<file path="config.mk">
export PLATFORM = sky130hd
export DESIGN_NAME = dm_rmw_ctrl
export DESIGN_NICKNAME = d
export VERILOG_FILES = /design/src/rtl/dm_rmw_ctrl.sv
export SDC_FILE = /design/constraint.sdc
export NUM_CORES = 1
export LEC_CHECK = 0
export BUFFER_PORTS_ARGS = -buffer_cell sky130_fd_sc_hd__buf_4
export CORE_MARGIN = 2
export CORE_UTILIZATION = 46
export DETAILED_ROUTE_END_ITERATION = 6
export GPL_TIMING_DRIVEN = 0
export PLACE_DENSITY = 0.78
export SYNTH_ARGS = -nofsm -noshare
export SYNTH_HDL_FRONTEND = slang
export SYNTH_SLANG_ARGS = --single-unit
</file>
<file path="constraint.sdc">
create_clock -name clk -period 1.65 [get_ports clk]
set_input_delay 0.2475 -clock clk [delete_from_list [all_inputs] [get_ports clk]]
set_output_delay 0.2475 -clock clk [all_outputs]
set_load 0.05 [all_outputs]
</file>
<file path="src/rtl/dm_rmw_ctrl.sv">
// dm_rmw_ctrl: MEM-stage sequencer for a synchronous word-wide data memory.
// Handles word and byte loads/stores. A byte store is a read-modify-write:
// the word is read, one byte lane is replaced, and the merged word is written.
// Every externally visible output comes straight from a flop.

module dm_rmw_ctrl #(
    parameter int AW = 10
) (
    input  logic          clk,
    input  logic          rst_n,
    input  logic          req_i,
    input  logic          we_i,
    input  logic          sb_i,
    input  logic [AW-1:0] addr_i,
    input  logic [31:0]   wdata_i,
    output logic          busy_o,
    output logic          done_o,
    output logic          err_o,
    output logic [31:0]   rdata_o,
    output logic [AW-3:0] dm_addr_o,
    output logic          dm_we_o,
    output logic [31:0]   dm_wdata_o,
    input  logic [31:0]   dm_rdata_i
);

    typedef enum logic [2:0] {
        S_IDLE = 3'd0,
        S_RD   = 3'd1,
        S_MRG  = 3'd2,
        S_WR   = 3'd3,
        S_FIN  = 3'd4
    } state_e;

    // Replace byte lane 'lane' of 'word' with 'b'.
    function automatic logic [31:0] merge_byte(input logic [31:0] word,
                                               input logic [1:0]  lane,
                                               input logic [7:0]  b);
        logic [31:0] r;
        r = word;
        case (lane)
            2'b00:   r[7:0]   = b;
            2'b01:   r[15:8]  = b;
            2'b10:   r[23:16] = b;
            2'b11:   r[31:24] = b;
            default: r        = word;
        endcase
        return r;
    endfunction

    // Extract byte lane 'lane' of 'word' and sign-extend it to 32 bits.
    function automatic logic [31:0] sext_byte(input logic [31:0] word,
                                              input logic [1:0]  lane);
        logic [7:0] b;
        case (lane)
            2'b00:   b = word[7:0];
            2'b01:   b = word[15:8];
            2'b10:   b = word[23:16];
            2'b11:   b = word[31:24];
            default: b = 8'h00;
        endcase
        return {{24{b[7]}}, b};
    endfunction

    state_e        state_q,   state_d;
    logic          we_q,      we_d;
    logic          sb_q,      sb_d;
    logic [AW-1:0] addr_q,    addr_d;
    logic [7:0]    wbyte_q,   wbyte_d;     // store byte for the merge step
    logic [31:0]   wr_data_q, wr_data_d;   // word presented to memory in WR
    logic [31:0]   rdata_q,   rdata_d;
    logic          mis_q,     mis_d;       // current access is a misaligned word
    logic          busy_q,    busy_d;
    logic          done_q,    done_d;
    logic          err_q,     err_d;
    logic          dm_we_q,   dm_we_d;

    // Next-state, latch and datapath logic; output flops are loaded from the
    // next state so that each output matches the state it belongs to.
    always_comb begin
        state_d   = state_q;
        we_d      = we_q;
        sb_d      = sb_q;
        addr_d    = addr_q;
        wbyte_d   = wbyte_q;
        wr_data_d = wr_data_q;
        rdata_d   = rdata_q;
        mis_d     = mis_q;

        case (state_q)
            S_IDLE: begin
                if (req_i) begin
                    we_d    = we_i;
                    sb_d    = sb_i;
                    addr_d  = addr_i;
                    wbyte_d = wdata_i[7:0];
                    if (!sb_i && (addr_i[1:0] != 2'b00)) begin
                        // Misaligned word: no memory traffic, report and finish.
                        mis_d   = 1'b1;
                        state_d = S_FIN;
                    end else if (we_i && !sb_i) begin
                        mis_d     = 1'b0;
                        wr_data_d = wdata_i;
                        state_d   = S_WR;
                    end else begin
                        mis_d   = 1'b0;
                        state_d = S_RD;
                    end
                end else begin
                    state_d = S_IDLE;
                end
            end
            S_RD: begin
                state_d = S_MRG;
            end
            S_MRG: begin
                if (we_q) begin
                    wr_data_d = merge_byte(dm_rdata_i, addr_q[1:0], wbyte_q);
                    state_d   = S_WR;
                end else begin
                    if (sb_q) begin
                        rdata_d = sext_byte(dm_rdata_i, addr_q[1:0]);
                    end else begin
                        rdata_d = dm_rdata_i;
                    end
                    state_d = S_FIN;
                end
            end
            S_WR: begin
                state_d = S_FIN;
            end
            S_FIN: begin
                state_d = S_IDLE;
            end
            default: begin
                state_d = S_IDLE;
            end
        endcase

        busy_d  = (state_d != S_IDLE);
        dm_we_d = (state_d == S_WR);
        done_d  = (state_d == S_FIN);
        err_d   = (state_d == S_FIN) && mis_d;
    end

    // State, latched request and registered outputs; reset aborts any access.
    always_ff @(posedge clk or negedge rst_n) begin
        if (!rst_n) begin
            state_q   <= S_IDLE;
            we_q      <= 1'b0;
            sb_q      <= 1'b0;
            addr_q    <= '0;
            wbyte_q   <= 8'h00;
            wr_data_q <= 32'h0000_0000;
            rdata_q   <= 32'h0000_0000;
            mis_q     <= 1'b0;
            busy_q    <= 1'b0;
            done_q    <= 1'b0;
            err_q     <= 1'b0;
            dm_we_q   <= 1'b0;
        end else begin
            state_q   <= state_d;
            we_q      <= we_d;
            sb_q      <= sb_d;
            addr_q    <= addr_d;
            wbyte_q   <= wbyte_d;
            wr_data_q <= wr_data_d;
            rdata_q   <= rdata_d;
            mis_q     <= mis_d;
            busy_q    <= busy_d;
            done_q    <= done_d;
            err_q     <= err_d;
            dm_we_q   <= dm_we_d;
        end
    end

    assign busy_o     = busy_q;
    assign done_o     = done_q;
    assign err_o      = err_q;
    assign rdata_o    = rdata_q;
    assign dm_we_o    = dm_we_q;
    assign dm_addr_o  = addr_q[AW-1:2];
    assign dm_wdata_o = wr_data_q;

endmodule

</file>
* Yosys cells after proc, flatten, opt, wreduce, memory -nomap -nowiden *
Index checks and enable logic that the tools add are counted.

storage, ports and cells
  flip-flop bits (word level) = 92
  logic and storage cells = 56
  output and inout bits = 76

operators by class
  muxes and demuxes = 19
  bitwise gates (word level) = 1
  eq/ne operators = 12
  reductions and logical operators = 12

operators by type and width
  cell                                            count
  2-to-1 mux 32 bit                               5
  case mux 32 bit (2 select lines)                1
  2-to-1 mux 8 bit                                4
  case mux 8 bit (4 select lines)                 1
  case mux 3 bit (4 select lines)                 1
  == test 3 x 2 -> 1 bit (second input constant)  3
  2-to-1 mux 3 bit                                3
  inequality test 2 bit (second input constant)   4
  AND reduction 5 bit                             1
  == test 2 bit (second input constant)           2
  AND reduction 2 bit                             2
  nonzero test 2 bit                              2
  == test 3 x 1 -> 1 bit (second input constant)  1
  == test 3 bit (second input constant)           1
  logical AND 1 bit                               3
  zero test 3 bit                                 1
  2-to-1 mux 1 bit                                3
  nonzero test 3 bit                              1
  == test 2 x 1 -> 1 bit (second input constant)  1
  zero test 2 bit                                 1
  2-to-1 mux 2 bit                                1
  zero test 1 bit                                 1
  inverter 1 bit                                  1

* Logic depth before layout (Yosys ltp) *
Gate-level depths: netlist of run 1.

  word-level depth = 8
  depth in mapped cells = 6

* Worst setup path before layout of run 1 *
No wires, ideal clock.

  kind = reg-to-reg
  start = register state_q[2]
  end = register wr_data_q[24] (netlist: dm_wdata_o[24])
  library setup time = 118 ps
  clock period less this slack = 1,613 ps
  cell stages (with the launch flop) = 6
  buffers on the path = 2
  arrival = 1,495 ps
  setup slack = 37 ps
  path through = dfrtp_1 nor4b_4 a22oi_2 buf_2 clkbuf_1 a21o_1

on the way
  word-level cells in the longest chain between the ends = 3

RTL lines
  element                                                                       line  source
  start: declaration                                                            64    state_e state_q, state_d;
  start signal: assignment                                                      161   state_q <= state_d;
  == test 3 x 2 -> 1 bit or zero test 3 bit (tied branches)                     89    case (state_q)
  inequality test 2 bit (no source line) or nonzero test 2 bit (tied branches)  --
  AND reduction 5 bit (no source line)                                          --
  end signal: assignment                                                        166   wr_data_q <= wr_data_d;
  end: declaration                                                              69    logic [31:0] wr_data_q, wr_data_d;

Parallel ways exist; a longest one is shown, timed or not.
A chain may end at the register's enable or synchronous reset.

* Worst setup path after layout of run 1 *
  start = register state_q[2]
  end = register wbyte_q[3]

on the way
  word-level cells in the longest chain between the ends = 2

RTL lines
  element                               line  source
  zero test 3 bit                       89
  AND reduction 2 bit (no source line)  --
  end signal: assignment                165   wbyte_q <= wbyte_d;
  end: declaration                      68    logic [7:0] wbyte_q, wbyte_d;

No other way between the ends.

==> impl_metrics.yaml, run 1 <==
logic_synthesis:
  synth-edff-count: 0
  ys_seq_area_share_pct: 50.0
  mapped_cell_area_um2: 4600
  ys_ff_latch: 92
  asyncSetResetFlopFracSynth_pct: 100
  synthesis.yosys.warnings: 0
  synth.net_count: 533
  post_synth.cell_area_avg_um2: 10.1
  syn_inst: 454
  yosys.cell_types.count: 31
  synth-main-ff-cell: "sky130_fd_sc_hd__dfrtp_1"
worst_setup_path:
  cp_max_fo: 10
  worst_r2r_path_depth: 4
  cp.required_ps: 1890
  rr_startpoint: "state_q[2]"
  worst_ep_arrival_time_ps: 1930
  crit_path_max_incr_delay_ps: 470
  path_cells: "nor4b_4, buf_4, buf_4, mux2_2"
  reg2reg_slack_ps: -40
  timing.rr.end: "wbyte_q[3]"
  critical_path.endpoint: "wbyte_q[3]"
  timing_worst_setup_path_type: "register to register"
  critical_path.slowest_cell: "sky130_fd_sc_hd__dfrtp_2"
  worst_path_most_repeated_cell: "sky130_fd_sc_hd__buf_4"
  crit_start: "state_q[2]"
  timing.critical_path.to_type: "register"
  setup.worst_path.start_class: "register"
clocking:
  clk_root_buffer_cell: "sky130_fd_sc_hd__clkbuf_8"
  clock_insertion_delay_worst_skew_ps: 360
  max-clock-path-buffers: 2
  tritoncts: "done"
  clkTransAtPathRegs_ps: 90
  cts.htree.levels: 3
  cts_inserted_buffers: 9
  post_cts_hold_buffer_count: 0
  cts_num_sinks: 92
route:
  first_pass_iters: 6
  routed_via_density: 5.65
  detail_route.drc_violations: 0
  drtAntennaViolNets: 0
  drt-initial-drc-count: 330
  routed-wl-met3_um: 1340
  wl_per_cell_um: 18.9
  routed_wirelength_um: 14600
  wl_met1_um: 6050
  highest-signal-layer: "met4"
  met2_length_um: 6720
  num_vias: 4354
finish:
  diodes: 0
  mostFrequentLayoutCell: "sky130_fd_sc_hd__buf_4"
  mostFrequentLayoutCells: "177 x sky130_fd_sc_hd__buf_4, 89 x sky130_fd_sc_hd__dfrtp_1, 59 x sky130_fd_sc_hd__nor2_1, 34 x sky130_fd_sc_hd__nand2_1, 32 x sky130_fd_sc_hd__a21o_1"
  final_util_pct: 68.1
  area.growth.synth_to_final_pct: 43.9
  drive_gt1_share_pct: 44.7
  finalNetCount: 711
  fill_cells: 745
place:
  pre_cts_slack_ps: -238
  hpwlAfterDp_um: 10500
  port_buffers: 154
  globalplace.congestion: 0.924
floorplan:
  floorplan.die.height_um: 104
  floorplan.die.width_um: 104
  floorplan.initialDensity_pct: 47.3
  core_area_um2: 9730
  num_ports: 155
  overall_die_area_um2: 10800
  row_count: 36
grt:
  globalRoute.totalOverflow: 0
  grt_first_pass_wirelength_um: 22000
  globalRouteTotalUtil_pct: 25.8
  maximum_number_of_pins_on_one_net_before_global_route_repair: 93
  first_global_vias: 4169
  number_of_antenna_violations_at_the_first_check_in_global_routing: 0
sta:
  timing.fmax_mhz: 593
  final_period_minus_worst_setup_slack_ps: 1690
  worst-slew-pin-transition_ps: 1140
  hold_ws_ps: 71.7
  setup_total_negative_slack_ps: -299
  hold_viol_final: 0
  timing.final.setup_violations: 14
  number_of_max_slew_violations_in_the_final_report: 0
  layout_setup_ws_ps: -35.6
  timing.final.crit_share_pct: 102
  fin_skew_ps: 15.0
  max-slew-margin-rel_pct: 23.7
  grt_setup_unrepaired: "true"
worst_hold_path:
  min_path_type: "primary input to asynchronous set/reset pin"
job:
  max-cap-violations: 0
power_and_ir_drop:
  power.density_cell_area_nw_per_um2: 2250
  leakagePower_nw: 3.25
  ir_worst_vdd_mv: 1.09
  design_power_total_mw: 14.9
run_status:
  run_status: "complete, but fails checks"
  failed_checks: "negative setup slack"
[cell families after synthesis]
kind of cell | count (synthesis) | share of synthesized area [%]
DFF | 92 | 50.0
buffers and inverters | 46 | 5.03
and+or+nand+nor | 146 | 15.0
AOI/OAI and AO/OA | 126 | 19.6
muxes | 44 | 10.4
[sequential cells by signal, summed over array words and instances, names as in the netlist]
name        flops
wbyte_q         8
addr_q         10
err_o           1
state_q         3
sb_q            1
busy_o          1
dm_wdata_o     32
rdata_o        32
dm_we_o         1
we_q            1
done_o          1
mis_q           1
[worst min-delay path by stage]
stage	start	to	slack, ps	cells past startpoint
floorplan	rst_n	addr_q[0]	-50	0
global placement	dm_wdata_o[1]	dm_wdata_o[1]	460	1
detailed placement	dm_wdata_o[8]	dm_wdata_o[8]	470	1
CTS	we_i	we_q	110	3
global route	addr_i[7]	addr_q[7]	110	2
finish	rst_n	rdata_o[13]	70	1
[report_power, final]
| part | internal (mW) | switching (mW) | total, mW |
|---|---|---|---|
| Sequential | 3.31 | 0.833 | 4.14 |
| Combinational | 3.35 | 5.71 | 9.06 |
| Clock | 0.895 | 0.793 | 1.69 |
[through the flow]
stage	area, um^2	std cells
floorplan	4600	454
global placement	5930	741
detailed placement	5930	741
CTS	6290	760
global route	6630	770
finish	6630	770
[critical path, delay by kind of cell (launching register included)]
| family | cells | cell delay (ps) |
|---|---|---|
| flops | 1 | 470 |
| buf+inv | 2 | 390 |
| mux | 1 | 360 |
| simple gates | 1 | 350 |
[Yosys cell counts, types with 2 or more instances]
library cell,n,area [um^2]
sky130_fd_sc_hd__a211oi_2,6,75.1
sky130_fd_sc_hd__a21boi_0,7,52.6
sky130_fd_sc_hd__nor2_1,60,225
sky130_fd_sc_hd__or2_2,7,43.8
sky130_fd_sc_hd__a311oi_1,16,140
sky130_fd_sc_hd__clkbuf_1,13,48.8
sky130_fd_sc_hd__o21ai_0,25,125
sky130_fd_sc_hd__buf_2,19,95.1
sky130_fd_sc_hd__buf_4,9,67.6
sky130_fd_sc_hd__nand2b_1,28,175
sky130_fd_sc_hd__a21oi_1,3,15.0
sky130_fd_sc_hd__a21o_1,32,240
sky130_fd_sc_hd__a211oi_1,10,75.1
sky130_fd_sc_hd__nand3_1,9,45.0
sky130_fd_sc_hd__nand2_1,35,131
sky130_fd_sc_hd__a31oi_1,25,156
sky130_fd_sc_hd__mux2_2,20,225
sky130_fd_sc_hd__dfrtp_1,92,2300
sky130_fd_sc_hd__and2_1,2,12.5
sky130_fd_sc_hd__inv_1,3,11.3
sky130_fd_sc_hd__mux2i_1,23,230
[area by class of cell]
class / count / area [um^2] / area share (%)
flip-flops and latches: 92 / 2310 / 34.8
multi-input cells: 316 / 2230 / 33.7
repair buffers: 168 / 1320 / 19.9
plain buffers: 42 / 373 / 5.63
well taps: 133 / 166 / 2.51
clock buffers: 12 / 145 / 2.19
clock inverters: 4 / 72.6 / 1.10
inverters: 3 / 11.3 / 0.170
[routing by layer]
layer | up-vias | track usage [%]
met5 | - | 0
met4 | 0 | 11.5
met2 | 279 | 40.5
li1 | 1960 | -
met1 | 2071 | 34.7
met3 | 44 | 5.45
[timing repair]
action                     CTS  global route
gates resized for setup     43            69
gates cloned                 0             5
setup endpoints to repair   79            79
buffers inserted             3             6
pin swaps                    2            19
No activity file was read; power rests on OpenSTA's default activity.
==> inputs of run 2 (changes only) <==
--- a/config.mk
+++ b/config.mk
@@ -11,6 +11,7 @@
 export DETAILED_ROUTE_END_ITERATION = 6
 export GPL_TIMING_DRIVEN = 0
 export PLACE_DENSITY = 0.78
+export SETUP_SLACK_MARGIN = 0.05
 export SYNTH_ARGS = -nofsm -noshare
 export SYNTH_HDL_FRONTEND = slang
 export SYNTH_SLANG_ARGS = --single-unit
==> run 2 against run 1 <==
The run still ends with negative setup slack left. Wire length grew 6.8%. Critical path depth grew 2. Highest routed layer unchanged. Largest power group unchanged. Critical endpoint is now dm_wdata_o[21]. First-iteration DRC count grew 1.5%. Global-route usage grew 0.68 points. Total power grew 3.8%. Largest cell class is now multi-input gates.
==> impl_metrics.yaml, run 2 (synthesized netlist as in run 1, its figures left out) <==
run_status:
  run_status: "complete, but fails checks"
  failed_checks: "negative setup slack"
sta:
  hold_ws_ps: 98.1
  layout_setup_ws_ps: -69.6
  hold_viol_final: 0
  grt_setup_unrepaired: "true"
  timing.final.crit_share_pct: 104
  fin_skew_ps: 12.9
  timing.fmax_mhz: 582
  timing.final.setup_violations: 51
  final_period_minus_worst_setup_slack_ps: 1720
  worst-slew-pin-transition_ps: 1150
  number_of_max_slew_violations_in_the_final_report: 0
  max-slew-margin-rel_pct: 23.3
grt:
  globalRouteTotalUtil_pct: 26.5
  globalRoute.totalOverflow: 0
  grt_first_pass_wirelength_um: 22600
  maximum_number_of_pins_on_one_net_before_global_route_repair: 93
  first_global_vias: 4412
  number_of_antenna_violations_at_the_first_check_in_global_routing: 0
place:
  place_inst: 741
  place_area_um2: 5930
  hpwlAfterDp_um: 10600
  globalplace.congestion: 0.923
  pre_cts_slack_ps: -238
  port_buffers: 154
worst_setup_path:
  crit_path_max_incr_delay_ps: 480
  timing.critical_path.to_type: "register"
  path_cells: "nor3b_4, a22oi_2, buf_6, buf_12, a211oi_2, a21o_1"
  cp.required_ps: 1970
  timing_worst_setup_path_type: "register to register"
  setup.worst_path.start_class: "register"
  cp_max_fo: 6
  critical_path.slowest_cell: "sky130_fd_sc_hd__dfrtp_2"
  worst_ep_arrival_time_ps: 2040
route:
  first_pass_iters: 6
  drt-initial-drc-count: 335
  detail_route.drc_violations: 0
  routed_via_density: 5.76
  drtAntennaViolNets: 0
  wl_per_cell_um: 20.0
  num_vias: 4502
  routed_wirelength_um: 15600
floorplan:
  overall_die_area_um2: 10800
  floorplan.die.width_um: 104
  floorplan.initialDensity_pct: 47.3
  floorplan.die.height_um: 104
  core_area_um2: 9730
  num_ports: 155
  row_count: 36
job:
  max-cap-violations: 0
finish:
  mostFrequentLayoutCell: "sky130_fd_sc_hd__buf_4"
  mostFrequentLayoutCells: "181 x sky130_fd_sc_hd__buf_4, 89 x sky130_fd_sc_hd__dfrtp_1, 38 x sky130_fd_sc_hd__nor2_1, 33 x sky130_fd_sc_hd__nand2_1, 32 x sky130_fd_sc_hd__a21o_1"
  layoutNonFillerInstCount: 781
  finalNetCount: 722
  drive_gt1_share_pct: 50.0
  multi_input_comb_area_um2: 2380
  diodes: 0
  ff_latch_area_um2: 2310
  fill_cells: 685
  finish.instance_area_um2: 6970
  area.growth.synth_to_final_pct: 51.4
clocking:
  max-clock-path-buffers: 2
  clkTransAtPathRegs_ps: 90
  tritoncts: "done"
  cts_num_sinks: 92
  clk_root_buffer_cell: "sky130_fd_sc_hd__clkbuf_8"
  cts_inserted_buffers: 9
  post_cts_hold_buffer_count: 0
  clock_insertion_delay_worst_skew_ps: 380
  cts.htree.levels: 3
power_and_ir_drop:
  power.density_cell_area_nw_per_um2: 2220
  design_power_total_mw: 15.5
  ir_worst_vdd_mv: 1.10
  leakagePower_nw: 3.38
worst_hold_path:
  min_path_type: "primary input to asynchronous set/reset pin"
## run 2: final timing paths
path / endpoint / from / depth (start not counted) / slack [ps]
worst min-delay path: rdata_o[12] / rst_n / 1 / 100
worst max register to register: dm_wdata_o[21] / state_q[2] / 6 / -70
max in group asynchronous: state_q[1] / rst_n / 1 / 750
worst max-delay path: dm_wdata_o[21] / state_q[2] / 6 / -70
min in group clk: addr_q[6] / addr_i[6] / 2 / 100
worst min register to register: dm_wdata_o[14] / dm_wdata_o[14] / 1 / 480
## run 2: final cells by class
cell class | count | share of cell area [%]
buffer | 42 | 5.85
clock buffer | 15 | 2.53
clock inverter | 1 | 0.0718
inverter | 3 | 0.162
multi-input combinational | 316 | 34.2
sequential | 92 | 33.1
tap | 133 | 2.39
timing repair buffer | 179 | 21.7
## run 2: what timing repair did
| action | in CTS | in global routing |
|---|---|---|
| setup buffers | 4 | 12 |
| cloned | 1 | 9 |
| gates resized for setup | 56 | 102 |
| pin swaps | 3 | 10 |
| endpoints found under the setup margin | 81 | 81 |
## run 2: critical path, delay by kind of cell (launching register included)
kind / cells / cell delay, ps
AO/OA/AOI/OAI: 3 / 510
AND/OR/NAND/NOR: 1 / 350
buffers and inverters: 2 / 320
flip-flops: 1 / 480
## run 2: where the power goes
group          internal [mW]  switching [mW]
Clock                  0.673           0.794
Sequential              3.31           0.918
Combinational           3.83            5.94
Total                   7.81            7.65
## run 2: per-stage QoR
stage	TNS, ps	util, %
detailed placement	-11410	60.9
global placement	-9080	60.9
floorplan	0	-
CTS	-575	65.2
finish	-1280	71.6
global route	-3880	71.6
## run 2: per-layer routing
metal,part of all wire (%),track usage (%)
met3,9.8,7.33
met4,3.0,10.2
met1,38,33.3
met2,49,43.7
met5,0,0
